==> src/rtl/output_cdf_fetch_ctrl.sv <==
// Round-robin arbiter and sequencer for the single CDF-memory read port shared by two pixel lanes.
// Aligns the fetch-stage StartIn and lane tag with ReadBus data, and counts pixels per frame.
module output_cdf_fetch_ctrl #(
  parameter int ADDR_W = 8,
  parameter int CNT_W  = 20,
  parameter int RD_LAT = 1
) (
  input  logic              clock,
  input  logic              reset_n,
  input  logic              frame_start,
  input  logic [CNT_W-1:0]  num_pix,
  input  logic              down_ready,
  input  logic              req0,
  input  logic [ADDR_W-1:0] addr0,
  input  logic              req1,
  input  logic [ADDR_W-1:0] addr1,
  output logic              gnt0,
  output logic              gnt1,
  output logic              rd_en,
  output logic [ADDR_W-1:0] rd_addr,
  output logic              fetch_start,
  output logic              tag_out,
  output logic              tag_valid,
  output logic              busy,
  output logic              frame_done
);

  localparam logic [1:0] ST_IDLE  = 2'd0;
  localparam logic [1:0] ST_RUN   = 2'd1;
  localparam logic [1:0] ST_DRAIN = 2'd2;
  localparam logic [1:0] ST_DONE  = 2'd3;

  logic [1:0]        state_q, state_d;
  logic [CNT_W-1:0]  remaining_q, remaining_d;
  logic              rr_q, rr_d;
  logic              rd_en_q, rd_en_d;
  logic [ADDR_W-1:0] rd_addr_q, rd_addr_d;
  logic              rd_tag_q, rd_tag_d;
  logic [RD_LAT-1:0] lat_vld_q, lat_vld_d;
  logic [RD_LAT-1:0] lat_tag_q, lat_tag_d;
  logic              tag_valid_q, tag_valid_d;
  logic              tag_out_q, tag_out_d;
  logic              can_grant;
  logic              grant;
  logic              pipes_empty;

  // rr_q names the lane that wins when both lanes request in the same cycle.
  assign can_grant   = (state_q == ST_RUN) && down_ready && (remaining_q != '0);
  assign gnt0        = can_grant && req0 && (!req1 || !rr_q);
  assign gnt1        = can_grant && req1 && (!req0 || rr_q);
  assign grant       = gnt0 || gnt1;
  assign pipes_empty = !rd_en_q && (lat_vld_q == '0) && !tag_valid_q;

  always_comb begin
    state_d     = state_q;
    remaining_d = remaining_q;
    rr_d        = rr_q;
    rd_en_d     = grant;
    rd_addr_d   = rd_addr_q;
    rd_tag_d    = gnt1;
    lat_vld_d   = lat_vld_q;
    lat_tag_d   = lat_tag_q;
    tag_valid_d = lat_vld_q[RD_LAT-1];
    tag_out_d   = lat_tag_q[RD_LAT-1];

    if (grant) begin
      remaining_d = remaining_q - CNT_W'(1);
      rr_d        = gnt0;
      rd_addr_d   = gnt1 ? addr1 : addr0;
    end

    // Delay line covering the memory latency; its last stage is the StartIn strobe.
    lat_vld_d[0] = rd_en_q;
    lat_tag_d[0] = rd_tag_q;
    for (int i = 1; i < RD_LAT; i++) begin
      lat_vld_d[i] = lat_vld_q[i-1];
      lat_tag_d[i] = lat_tag_q[i-1];
    end

    case (state_q)
      ST_IDLE: begin
        if (frame_start) begin
          if (num_pix != '0) begin
            state_d     = ST_RUN;
            remaining_d = num_pix;
          end else begin
            state_d = ST_DONE;
          end
        end
      end
      ST_RUN: begin
        if (grant && (remaining_q == CNT_W'(1))) begin
          state_d = ST_DRAIN;
        end
      end
      ST_DRAIN: begin
        if (pipes_empty) begin
          state_d = ST_DONE;
        end
      end
      default: begin
        state_d = ST_IDLE;
      end
    endcase
  end

  always_ff @(posedge clock or negedge reset_n) begin
    if (!reset_n) begin
      state_q     <= ST_IDLE;
      remaining_q <= '0;
      rr_q        <= 1'b0;
      rd_en_q     <= 1'b0;
      rd_addr_q   <= '0;
      rd_tag_q    <= 1'b0;
      lat_vld_q   <= '0;
      lat_tag_q   <= '0;
      tag_valid_q <= 1'b0;
      tag_out_q   <= 1'b0;
    end else begin
      state_q     <= state_d;
      remaining_q <= remaining_d;
      rr_q        <= rr_d;
      rd_en_q     <= rd_en_d;
      rd_addr_q   <= rd_addr_d;
      rd_tag_q    <= rd_tag_d;
      lat_vld_q   <= lat_vld_d;
      lat_tag_q   <= lat_tag_d;
      tag_valid_q <= tag_valid_d;
      tag_out_q   <= tag_out_d;
    end
  end

  assign rd_en       = rd_en_q;
  assign rd_addr     = rd_addr_q;
  assign fetch_start = lat_vld_q[RD_LAT-1];
  assign tag_valid   = tag_valid_q;
  assign tag_out     = tag_out_q;
  assign busy        = (state_q == ST_RUN) || (state_q == ST_DRAIN);
  assign frame_done  = (state_q == ST_DONE);

endmodule

==> config.mk <==
export PLATFORM = sky130hd
export DESIGN_NAME = output_cdf_fetch_ctrl
export DESIGN_NICKNAME = d
export VERILOG_FILES = /design/src/rtl/output_cdf_fetch_ctrl.sv
export SDC_FILE = /design/constraint.sdc
export NUM_CORES = 1
export LEC_CHECK = 0
export CORE_ASPECT_RATIO = 1.1
export CORE_MARGIN = 3
export CORE_UTILIZATION = 48
export DETAILED_ROUTE_END_ITERATION = 16
export HOLD_SLACK_MARGIN = 0.08
export PLACE_DENSITY = 0.79
export SLEW_MARGIN = 0
export SYNTH_ARGS = -nofsm -noshare
export SYNTH_HDL_FRONTEND = slang
export SYNTH_SLANG_ARGS = --single-unit
==> constraint.sdc <==
create_clock -name clock -period 2.3 [get_ports clock]
set_input_delay 0.23 -clock clock [delete_from_list [all_inputs] [get_ports clock]]
set_output_delay 0.23 -clock clock [all_outputs]
set_load 0.01 [all_outputs]
# Yosys cells after proc, flatten, opt, wreduce, memory -nomap -nowiden
# Cells that the tools add are included.
# totals
register_bits,37
inputBits,42
output_inout_bits,16
wordCells,51
# classes
addsub,1
eq_ne,7
mux,10
bitwise_logic,1
n_reduce_logical,22
# op_table
operator,n
20-bit 2-to-1 mux,4
20-bit nonzero test,2
"20-bit by 1-bit == test with 1-bit output, second input constant",1
"20-bit by 1-bit subtractor with 20-bit output, second input constant",1
1-bit logical AND,9
2-bit 2-to-1 mux,4
8-bit 2-to-1 mux,1
2-bit one-hot mux with 3 select lines,1
1-bit logical NOT,5
"2-bit == test, second input constant",2
1-bit logical OR,4
"2-bit inequality test, second input constant",2
3-bit AND reduction,1
"2-bit by 1-bit == test with 1-bit output, second input constant",1
2-bit logical NOT,1
"2-bit by 1-bit inequality test with 1-bit output, second input constant",1
1-bit NOT,1

# Depth between registers and ports, before layout
# depth
depth_word,10
depth_mapped,9
mapped_depth_nobuf,7

# Worst setup path before layout
# Ideal clock, no wire load.
# synth_path
path_kind,register to register
from,reg remaining_q[9]
to,reg remaining_q[17]
setup_ns,0.127
arrival_time_ns,1.922
t_required_ns,2.173
path_slack_ns,0.250
stages_incl_launch_ff,7
path_buffers,1
synth_period_minus_slack_ns,2.050
path_cell_list,dfrtp_1 > or3_1 > buf_2 > or4_4 > a2111oi_4 > xnor2_1 > o21ai_2
# synth_between
elab_chain_cells,9
word_cells_on_any_way,12
cone_classes,add/sub: 1; mux: 4; reduce/logical: 7
# synth_lines
item,line,source
start: declaration,34,"logic [CNT_W-1:0] remaining_q, remaining_d;"
start signal: assignment,121,remaining_q <= remaining_d;
branches (longest 5 deep; another with 20-bit by 1-bit subtractor with 20-bit output),n/a,
20-bit 2-to-1 mux (*),66,if (grant) begin
20-bit 2-to-1 mux,83,if (num_pix != '0) begin
20-bit 2-to-1 mux,82,if (frame_start) begin
20-bit 2-to-1 mux (*),80,case (state_q)
named net remaining_d[17],34,
# Mark *: on every way through the listed nets, which the timed path passes.
# A chain may end at the register's enable or synchronous reset.

# Final worst setup path
# layout_path
from,reg remaining_q[4]
to,reg remaining_q[9]
# layout_between
elab_chain_cells,9
word_cells_on_any_way,12
cone_classes,add/sub: 1; mux: 4; reduce/logical: 7
# layout_lines
item,line,source
20-bit nonzero test (*),48,assign can_grant = (state_q == ST_RUN) && down_ready && (remaining_q != '0);
1-bit logical AND (*),48,
"1-bit logical AND, on equally long branches (2 in series)","49, 50",
1-bit logical OR (*),51,assign grant = gnt0 || gnt1;
named net grant,44,logic grant;
20-bit 2-to-1 mux (*),66,
20-bit 2-to-1 mux,83,
20-bit 2-to-1 mux,82,
20-bit 2-to-1 mux (*),80,
named net remaining_d[9],34,
# The timed path passes the listed nets; every way through them passes the cells marked *.

==> flow_summary.json <==
{
  "dp_cells": 351,
  "ys.flop_type": "dfrtp_1",
  "largest_reg_flops": 20,
  "ff2ff_path_depth": 7,
  "drc": 0,
  "cp_max_fo": 7,
  "synth_warnings": 0,
  "synth_compound_area_share_pct": 19.1,
  "clk_pin_slew_ns": 0.08,
  "synth_xor_xnor_area_share_pct": 4.86,
  "dp_hpwl_um": 4520,
  "cts_buffers": 5,
  "leakage_nw": 1.41,
  "synth_top_family_by_area": "simple AND/OR/NAND/NOR gates",
  "worst_path_largest_cell_delay_ns": 0.46,
  "routed.top_layer": "met4",
  "crit_type": "flop to flop",
  "reg2reg_slack_ns": 0.15,
  "areaGrowthSynthToFinish_pct": 44.9,
  "fin_skew_ns": 0.00788,
  "viasPerCell": 5.94,
  "yosysSeqAreaShare_pct": 42.8,
  "h-tree-depth": 2,
  "vdd_drop_max_v": 0.000314,
  "cts_root_buf": "clkbuf_8",
  "syn_avg_cell_area_um2": 9.32,
  "cts_tree": "built",
  "grt_usage_pct": 23.3,
  "power_frac_clock_pct": 46.3,
  "crit_arrival_ns": 2.31,
  "via_count": 2149,
  "p_sw_w": 0.000288,
  "setup_viol": 0,
  "ios": 58,
  "synthAdderAreaFrac_pct": 4.05,
  "async_flop_share_pct": 100,
  "regArea_um2": 930,
  "max_freq_ghz": 0.466,
  "wl_met2_um": 2920,
  "dieWidth_um": 70.0,
  "ys_ff_latch": 37,
  "synthTopCellsByArea": "dfrtp_1, o21ai_0, mux2i_1",
  "fillers": 284,
  "finalMaxSlewViolations": 0,
  "wl_met1_um": 2510,
  "portBuffers": 57,
  "synth.top_cell.area_share_pct": 42.8,
  "hold_viol_final": 0,
  "cp_top_family": "compound AO/OA/AOI/OAI gates",
  "drive_gt1_share_pct": 16.1,
  "power.share.combinational_pct": 8.8,
  "largest-register": "remaining_q",
  "rsz0062_at_grt": "no",
  "crit-reg2reg-launch": "remaining_q[4]$_DFF_PN0_",
  "finalWirelength_um": 6100,
  "wl_per_cell_um": 16.9,
  "start_util_pct": 52.2,
  "drt-initial-drc-count": 116,
  "end_kind": "flop",
  "timing.setup.tns_ns": 0,
  "switching_share_pct": 19.9,
  "synth_edf_count": 0,
  "slew_headroom_pct": 65.0,
  "p_int_w": 0.00116,
  "status": "completed",
  "numClockSinks": 37,
  "syn-num-nets": 281,
  "cp_num_buf_inv": 2,
  "core_um2": 4140,
  "grt_pass1_wl_um": 10100,
  "clk_path_buf_depth": 2,
  "overflow": 0,
  "p_per_area_nw_per_um2": 462,
  "layout_worst_path_cycle_share_pct": 93.3,
  "multiInputGateArea_um2": 1210,
  "grt_max_degree": 38,
  "fin_crit_ns": 2.15,
  "diodes": 0,
  "hold_class": "primary input to asynchronous set/reset pin",
  "rr_endpoint": "remaining_q[9]$_DFF_PN0_",
  "final_cells": 362,
  "p_total_w": 0.00145,
  "fin_nets": 358,
  "crit_required_ns": 2.47,
  "fp.dieArea_um2": 5350,
  "worstSetupStartpointType": "flop",
  "dr.pass1.iters": 6,
  "mappedNetlistArea_um2": 2160,
  "ant_nets": 0,
  "tightest_slew_ns": 0.520,
  "seqPwrFrac_pct": 44.9,
  "route.met3.wl_um": 467,
  "yosysTopAreaCell": "dfrtp_1",
  "rows": 24,
  "max_cap_violations": 0,
  "muxShareOfSynthArea_pct": 4.68,
  "dieHeight_um": 76.4,
  "clkLatencyLatePin_ns": 0.30,
  "place.gp.congestion": 0.990,
  "grt_antenna_before_repair": 0,
  "cp_cell_sequence": "nor4_4 -> buf_4 -> nand4_1 -> o21ai_1 -> inv_1 -> a41oi_1 -> a21oi_1",
  "synthSimpleGateAreaFrac_pct": 21.1,
  "crit_slowest_cell": "dfrtp_2",
  "first_global_vias": 2110,
  "ys_types": 46,
  "synthCells": 232
}
-- final cells by class --
| cell class | instances | share of cell area, % |
|---|---|---|
| multi-input cells | 177 | 38.5 |
| well taps | 52 | 2.08 |
| clock inverters | 3 | 2.08 |
| inverters | 8 | 0.958 |
| repair buffers | 80 | 24.6 |
| clock buffers | 5 | 2.20 |
| flip-flops and latches | 37 | 29.7 |
-- worst max path at each step --
stage	startpoint	to	slack [ns]	cells after the start
6_report	remaining_q[4]$_DFF_PN0_	remaining_q[9]$_DFF_PN0_	0.15	7
5_1_grt	remaining_q[4]$_DFF_PN0_	remaining_q[9]$_DFF_PN0_	0.01	7
4_1_cts	remaining_q[17]$_DFF_PN0_	gnt1	0.001	6
3_5_place_dp	num_pix[0]	remaining_q[12]$_DFF_PN0_	0.02	7
3_3_place_gp	num_pix[1]	remaining_q[13]$_DFF_PN0_	0.08	7
2_1_floorplan	remaining_q[9]$_DFF_PN0_	remaining_q[17]$_DFF_PN0_	0.25	6
-- power by group through the flow --
stage                     registers, W  clock network (W)  logic (W)
after global placement        0.000663                  0   0.000125
final                         0.000650           0.000670   0.000128
after CTS                     0.000650           0.000674   0.000128
after global routing          0.000650           0.000711   0.000139
after detailed placement      0.000663                  0   0.000127
after floorplan               0.000663                  0  0.0000259
-- through the flow --
step / cell area [µm²] / worst slack [ns] / hold WS, ns / utilization (%)
after floorplan: 2160 / 0.250 / -0.0656 / -
after global placement: 2940 / 0.0761 / 0.335 / 70.8
after detailed placement: 2940 / 0.0190 / 0.335 / 70.8
after CTS: 3090 / 0.00140 / 0.352 / 74.5
after global routing: 3130 / 0.0131 / 0.358 / 75.6
final: 3130 / 0.155 / 0.351 / 75.6
-- worst register-to-register path, stage by stage (launching register included) --
cell and delay (ns):
dfrtp_2 0.46, nor4_4 0.29, buf_4 0.18, nand4_1 0.28, o21ai_1 0.35, inv_1 0.14, a41oi_1 0.23, a21oi_1 0.10
-- what timing repair did --
action / CTS / global route
pin swaps: 0 / 1
buffers inserted: 1 / 2
gates cloned: 0 / 0
hold buffers: 0 / 0
gates resized for setup: 5 / 6
setup endpoints to repair: 2 / 2
-- logic make-up after synthesis --
logic type,count (synthesis)
XOR/XNOR,12
adder cells (fa/ha/maj),7
buffers and inverters,18
multiplexers,10
AO/OA/AOI/OAI,61
flip-flops,37
AND/OR/NAND/NOR,87
-- layout by cell type (no fill, tap or decap), types with 3 or more instances in the layout --
cell type,count
clkdlybuf4s50_1,55
dfrtp_1,34
nand2_1,21
buf_4,21
nor2_1,20
o21ai_0,20
a21oi_1,14
mux2i_1,9
inv_1,8
nor4_1,7
nor3_1,6
nand4_1,6
xor2_1,6
xnor2_1,6
ha_1,6
and2_1,5
clkbuf_8,5
or4_1,4
a31oi_1,4
or3_1,3
a41oi_1,3
dfrtp_2,3
-- synth_stat cells (all sizes together) (2+ instances only) --
master	n
mux2i	9
nand2b	2
a21oi	14
o2111ai	2
or3	3
dfrtp	37
nand2	21
a211oi	2
o41ai	2
nand3b	2
clkbuf	4
or4	5
a41oi	3
a21bo	2
nand4	6
o21ai	23
a31oi	4
xnor2	6
nor4	10
buf	6
o31ai	2
a2111oi	2
xor2	6
ha	7
and2	5
or2	2
nor3	7
nor2	20
inv	8
-- routing by layer --
metal | track usage [%] | up-vias
met3 | 6.20 | 23
met2 | 38.4 | 95
li1 | - | 1013
met5 | 0 | -
met4 | 11.3 | 0
met1 | 28.1 | 1018
Power figures use the tool's default switching activity.
==> RTL edit 1 (same settings) <==
Change the parameter `RD_LAT` from 1 to 2.
--- a/src/rtl/output_cdf_fetch_ctrl.sv
+++ b/src/rtl/output_cdf_fetch_ctrl.sv
@@ -3,7 +3,7 @@
 module output_cdf_fetch_ctrl #(
   parameter int ADDR_W = 8,
   parameter int CNT_W  = 20,
-  parameter int RD_LAT = 1
+  parameter int RD_LAT = 2
 ) (
   input  logic              clock,
   input  logic              reset_n,
Check against the original RTL: not equivalent (Yosys sat finds a counterexample within 4 cycles, from zero or initial values and one cycle with reset_n low).
==> RTL edit 1 against the unedited design <==
Routed wire length decreased by 7.1%; area after synthesis down 1.3%; cell area fell by 1.7%; fmax fell by 4.7%; setup slack lost 0.11 ns; via count fell by 4.6%; sequential cell count grew 2; utilization shrank 0.73 points; first-iteration DRC count up 45%.
Power is not compared: it rests on default switching activity, and its combinational part moved more than twofold at a synthesized area within 25%.
==> RTL edit 1: results (changes against the unedited design) <==
| Metric | Value |
|---|---|
| Status | completed |
| Initial antenna violation count | 0 (unchanged) |
| Synth cell types | 46 (unchanged) |
| Tightest Pin Transition | 0.854 ns (+0.334 ns) |
| Dpl ws | -0.0642 ns (-0.0831 ns) |
| Slowest cell on the critical path | or4_4 |
| Hold Crit Class | flop to flop |
| H-tree levels | 2 (unchanged) |
| Clk pin slew, worst setup/hold paths | 0.08 ns (about the same) |
| Post-synthesis mux area share | 5.74% (+1.1 points) |
| Register with the most flip-flops | remaining_q |
| RR Startpoint | remaining_q[14]$_DFF_PN0_ |
| Crit start category | flop |
| Total wire length | 5670 microns (-7.1%) |
| Later-pin clock latency in the skew report | 0.30 ns (about the same) |
| CP arrival | 2.49 ns (+0.18 ns) |
| Syn_nets | 267 (-5.0%) |
| Post-DP HPWL | 4240 microns (-6.3%) |
| Adder-Cell Fraction of Synth Area | 4.10% (+0.052 points) |
| Vias | 2050 (-4.6%) |
| Syn_area_per_cell | 9.80 sq um (+5.1%) |
| DP Area | 2890 sq um (-1.5%) |
| Fraction of layout cells with a size suffix above 1 | 16.7% (+0.59 points) |
| RePlAce Congestion | 0.940 (-5.0%) |
| Leakage | 1.23 nW |
| Inst Count DP | 338 (-3.7%) |
| Largest stage delay on the critical path | 0.54 ns (+0.08 ns) |
| Top cells by area, synth | dfrtp_1 (46%), mux2i_1 (4.7%), ha_1 (4.1%) |
| Port buffer count | 57 (unchanged) |
| Router iterations before antenna repair | 5 (-1) |
| Post-synthesis xor/xnor area fraction | 3.69% (-1.2 points) |
| Hold_ws | 0.351 ns (-0.000639 ns) |
| Largest net degree at the start of global routing | 40 (+5.3%) |
| Cell Count, Final, Fillers Out | 351 (-3.0%) |
| Net Sw Power | 1.27 mW |
| Sequential share of the synthesized area | 45.7% (+2.9 points) |
| Synth top cells by count | dfrtp_1 (39), nor2_1 (17), a21oi_1 (16), o21ai_0 (16), nand2_1 (15) |
| Compound-Gate Fraction of Synth Area | 19.3% (+0.19 points) |
| First-pass GRT wire length | 9140 microns (-9.2%) |
| Gr usage total | 21.3% (-2.0 points) |
| 1st-iter DRT viols | 168 (+45%) |
| R2r setup slk | 0.05 ns (-0.11 ns) |
| Final min period | 2.25 ns (+0.105 ns) |
| Root Driver | clkbuf_8 |
| Peak VDD IR | 0.607 mV |
| Ant. Diodes | 0 (unchanged) |
| Vias in the first global route | 1907 (-9.6%) |
| CP top delay family | simple AND/OR/NAND/NOR gates |
| Final Skew | 0.00966 ns (+0.00178 ns) |
| Area Overhead vs Synth | 44.3% |
| Max FO, Critical Path | 4 (-3) |
==> RTL edit 1: cell types whose count changed after synthesis, moves of 4 or more <==
cell     unedited run  this run
nand3_1             1         5
nand2_1            21        15
o21ai_0            20        16
xor2_1              6         1
==> RTL edit 1: path summary, 6_finish.rpt <==
path | end | cells past startpoint
min in group asynchronous | remaining_q[13]$_DFF_PN0_ | 2
setup / recovery | remaining_q[18]$_DFF_PN0_ | 5
hold reg to reg | tag_out$_DFF_PN0_ | 0
max in group asynchronous | lat_vld_q[0]$_DFF_PN0_ | 2
hold / removal | tag_out$_DFF_PN0_ | 0
setup reg to reg | remaining_q[18]$_DFF_PN0_ | 5
==> RTL edit 1: final cells by class <==
class                           instances  area, sq um
Multi-Input combinational cell        167         1170
Fill cell                             286         1030
Sequential cell                        39          976
Timing Repair Buffer                   79          736
Clock buffer                            5         68.8
Tap cell                               52         65.1
Clock inverter                          3         43.8
Inverter                                6         22.5
==> RTL edit 1: routing by layer <==
metal	GRT usage, %	share of wire [%]	routed length [microns]	vias up
li1	-	-	-	977
met4	6.25	1.2	68	0
met5	0	0	0	-
met3	5.16	5.6	318	9
met1	27.3	43	2450	999
met2	35.5	50	2840	65
==> RTL edit 1: cells by family after synthesis <==
group,after synthesis
and+or+nand+nor,76
AOI/OAI and AO/OA,63
DFF,39
buffers and inverters,12
muxes,12
xor gates and xnor gates,9
adders and majority gates,7
==> RTL edit 1: power by group through the flow <==
stage	registers, mW	clock network [mW]	logic (mW)
after floorplan	1.25	0	0.802
after global placement	1.23	0	1.46
after detailed placement	1.24	0	1.50
after CTS	1.24	0.580	1.52
after global routing	1.30	0.616	1.74
final	1.26	0.573	1.58
==> RTL edit 1: what timing repair did <==
| item | 4_1_cts | 5_1_grt |
|---|---|---|
| gates resized for setup | 6 | 11 |
| hold buffers | 1 | 0 |
| setup buffers | 0 | 4 |
| pin swaps | 1 | 1 |
| endpoints found under the hold margin | 39 | 0 |
| endpoints found under the setup margin | 2 | 6 |
==> RTL edit 2 (same flow settings) <==
Without the edit above. `rd_addr_q` no longer has a reset.
--- a/src/rtl/output_cdf_fetch_ctrl.sv
+++ b/src/rtl/output_cdf_fetch_ctrl.sv
@@ -110,7 +110,6 @@
       remaining_q <= '0;
       rr_q        <= 1'b0;
       rd_en_q     <= 1'b0;
-      rd_addr_q   <= '0;
       rd_tag_q    <= 1'b0;
       lat_vld_q   <= '0;
       lat_tag_q   <= '0;
@@ -121,13 +120,16 @@
       remaining_q <= remaining_d;
       rr_q        <= rr_d;
       rd_en_q     <= rd_en_d;
-      rd_addr_q   <= rd_addr_d;
       rd_tag_q    <= rd_tag_d;
       lat_vld_q   <= lat_vld_d;
       lat_tag_q   <= lat_tag_d;
       tag_valid_q <= tag_valid_d;
       tag_out_q   <= tag_out_d;
     end
+  end
+
+  always_ff @(posedge clock) begin
+    rd_addr_q <= rd_addr_d;
   end
 
   assign rd_en       = rd_en_q;
Behaviour: differs if reset_n is asserted again (counterexample within 4 cycles, from zero or initial values and one cycle with reset_n low); with reset_n held inactive, the same outputs for 10 cycles.
==> RTL edit 2 against the unedited design <==
Sequential cell count unchanged; routed wire length decreased by 1.7%; area after synthesis decreased by 1.6%; hold slack got worse by 0.036 ns; setup slack got worse by 0.095 ns; synthesized cell count decreased by 13%; sequential share of layout area increased by 1.3 points; final cell count decreased by 4.1%; die area decreased by 1.5%; cell area decreased by 0.52%; critical path type unchanged; largest cell class unchanged.
Power is not compared: it rests on default switching activity, and its combinational part moved more than twofold at a synthesized area within 25%.
==> RTL edit 2: results (changes against the unedited design) <==
| Metric | Value |
|---|---|
| Largest net degree at the start of global routing | 30 (-21%) |
| Largest stage delay on the critical path | 0.56 ns (+0.10 ns) |
| Slowest cell on the critical path | or4_4 |
| Worst reg2reg path endpoint | state_q[1]$_DFFE_PN0P_ |
| Syn_area_per_cell | 10.5 sq um (+12%) |
| Synth top cells by count | dfrtp_1 (29), nor2_1 (16), nand2_1 (14) |
| Max FO, Critical Path | 3 (-4) |
| Post-CTS setup buffers | 0 (-1) |
| Status | completed |
| R2r setup slk | 0.06 ns (-0.09 ns) |
| Post-DP HPWL | 4630 microns (+2.3%) |
| Layout fillers | 306 (+7.7%) |
| Post-synthesis xor/xnor area fraction | 3.70% (-1.2 points) |
| RePlAce Congestion | 0.881 (-11%) |
| Final Skew | 0.00798 ns (+0.0000928 ns) |
| Syn_nets | 252 (-10%) |
| DP Area | 3000 sq um (+2.1%) |
| CP top delay family | simple AND/OR/NAND/NOR gates |
| Router iterations before antenna repair | 5 (-1) |
| Sequential share of the synthesized area | 45.4% (+2.6 points) |
| Dpl ws | -0.0201 ns (-0.0391 ns) |
| Inst Count DP | 338 (-3.7%) |
| 1st-iter DRT viols | 88 (-24%) |
| Fraction of layout cells with a size suffix above 1 | 21.0% (+4.9 points) |
| Vias in the first global route | 1911 (-9.4%) |
| Ys async rst share | 78.4% (-22 points) |
| CP arrival | 2.41 ns (+0.10 ns) |
| Via/cell ratio | 5.81 (-2.2%) |
| H-tree levels | 2 (unchanged) |
| Worst r2r path cells | 6 (-1) |
| Top cells by area, synth | dfrtp_1 (34%), edfxtp_1 (11%), mux2_2 (4.8%) |
| Compound-Gate Fraction of Synth Area | 19.2% (+0.021 points) |
| Count of flip-flops with a built-in enable after synthesis | 8 (+8) |
| Vias | 2015 (-6.2%) |
| Synth cell types | 49 (+6.5%) |
| Resized cells post-CTS | 7 (+2) |
| Gr usage total | 23.1% (-0.22 points) |
| Tightest Pin Transition | 0.524 ns (+0.00411 ns) |
| Largest register FFs | 20 (unchanged) |
| Adder-Cell Fraction of Synth Area | 4.12% (+0.067 points) |
| Total wire length | 6000 microns (-1.7%) |
[RTL edit 2: changes by cell type in the layout (fill, tap and decap cells not counted), sizes merged, moves of 5 or more]
cell and delta:
buf +12, mux2i -7, dfrtp -8, edfxtp +8
clkbuf +5, mux2 +9, nand2 -7, xor2 -5
o21ai -14, a21oi -5
[RTL edit 2: per-layer routing]
metal	global-route usage [%]	routed length [microns]
met5	0	0
met4	7.59	100
met3	5.54	309
met2	40.8	3040
met1	28.3	2550
[RTL edit 2: worst max-delay path by stage]
stage                          endpoint  slack (ns)                      start  depth (start not counted)
2_1_floorplan  remaining_q[1]$_DFF_PN0_       0.006  remaining_q[17]$_DFF_PN0_                          5
3_3_place_gp                       gnt1        0.01   remaining_q[4]$_DFF_PN0_                          5
3_5_place_dp       rd_addr[3]$_DFFE_PP_       -0.02   remaining_q[4]$_DFF_PN0_                          6
4_1_cts                            gnt0        0.03   remaining_q[4]$_DFF_PN0_                          6
5_1_grt                            gnt0      -0.003   remaining_q[4]$_DFF_PN0_                          6
6_report         state_q[1]$_DFFE_PN0P_        0.06   remaining_q[4]$_DFF_PN0_                          6
[RTL edit 2: per-stage QoR]
stage	hold slack (ns)	utilization, %
6_report	0.315	75.8
3_3_place_gp	0.334	72.8
2_1_floorplan	-0.0656	-
3_5_place_dp	0.341	72.8
5_1_grt	0.347	75.8
4_1_cts	0.325	75.5
[RTL edit 2: area by class of cell]
type | count | area share, %
clock buffers | 8 | 2.89
inverters | 8 | 0.963
multi-input cells | 150 | 36.3
flip-flops and latches | 37 | 31.0
well taps | 52 | 2.09
repair buffers | 92 | 26.8
[RTL edit 2: where the power goes]
part           internal, mW  total, mW  switching (mW)  leakage, nW
clock                 0.244      0.473           0.229       0.0455
sequential            0.915       1.14           0.228        0.424
combinational         0.722       1.37           0.647        0.749
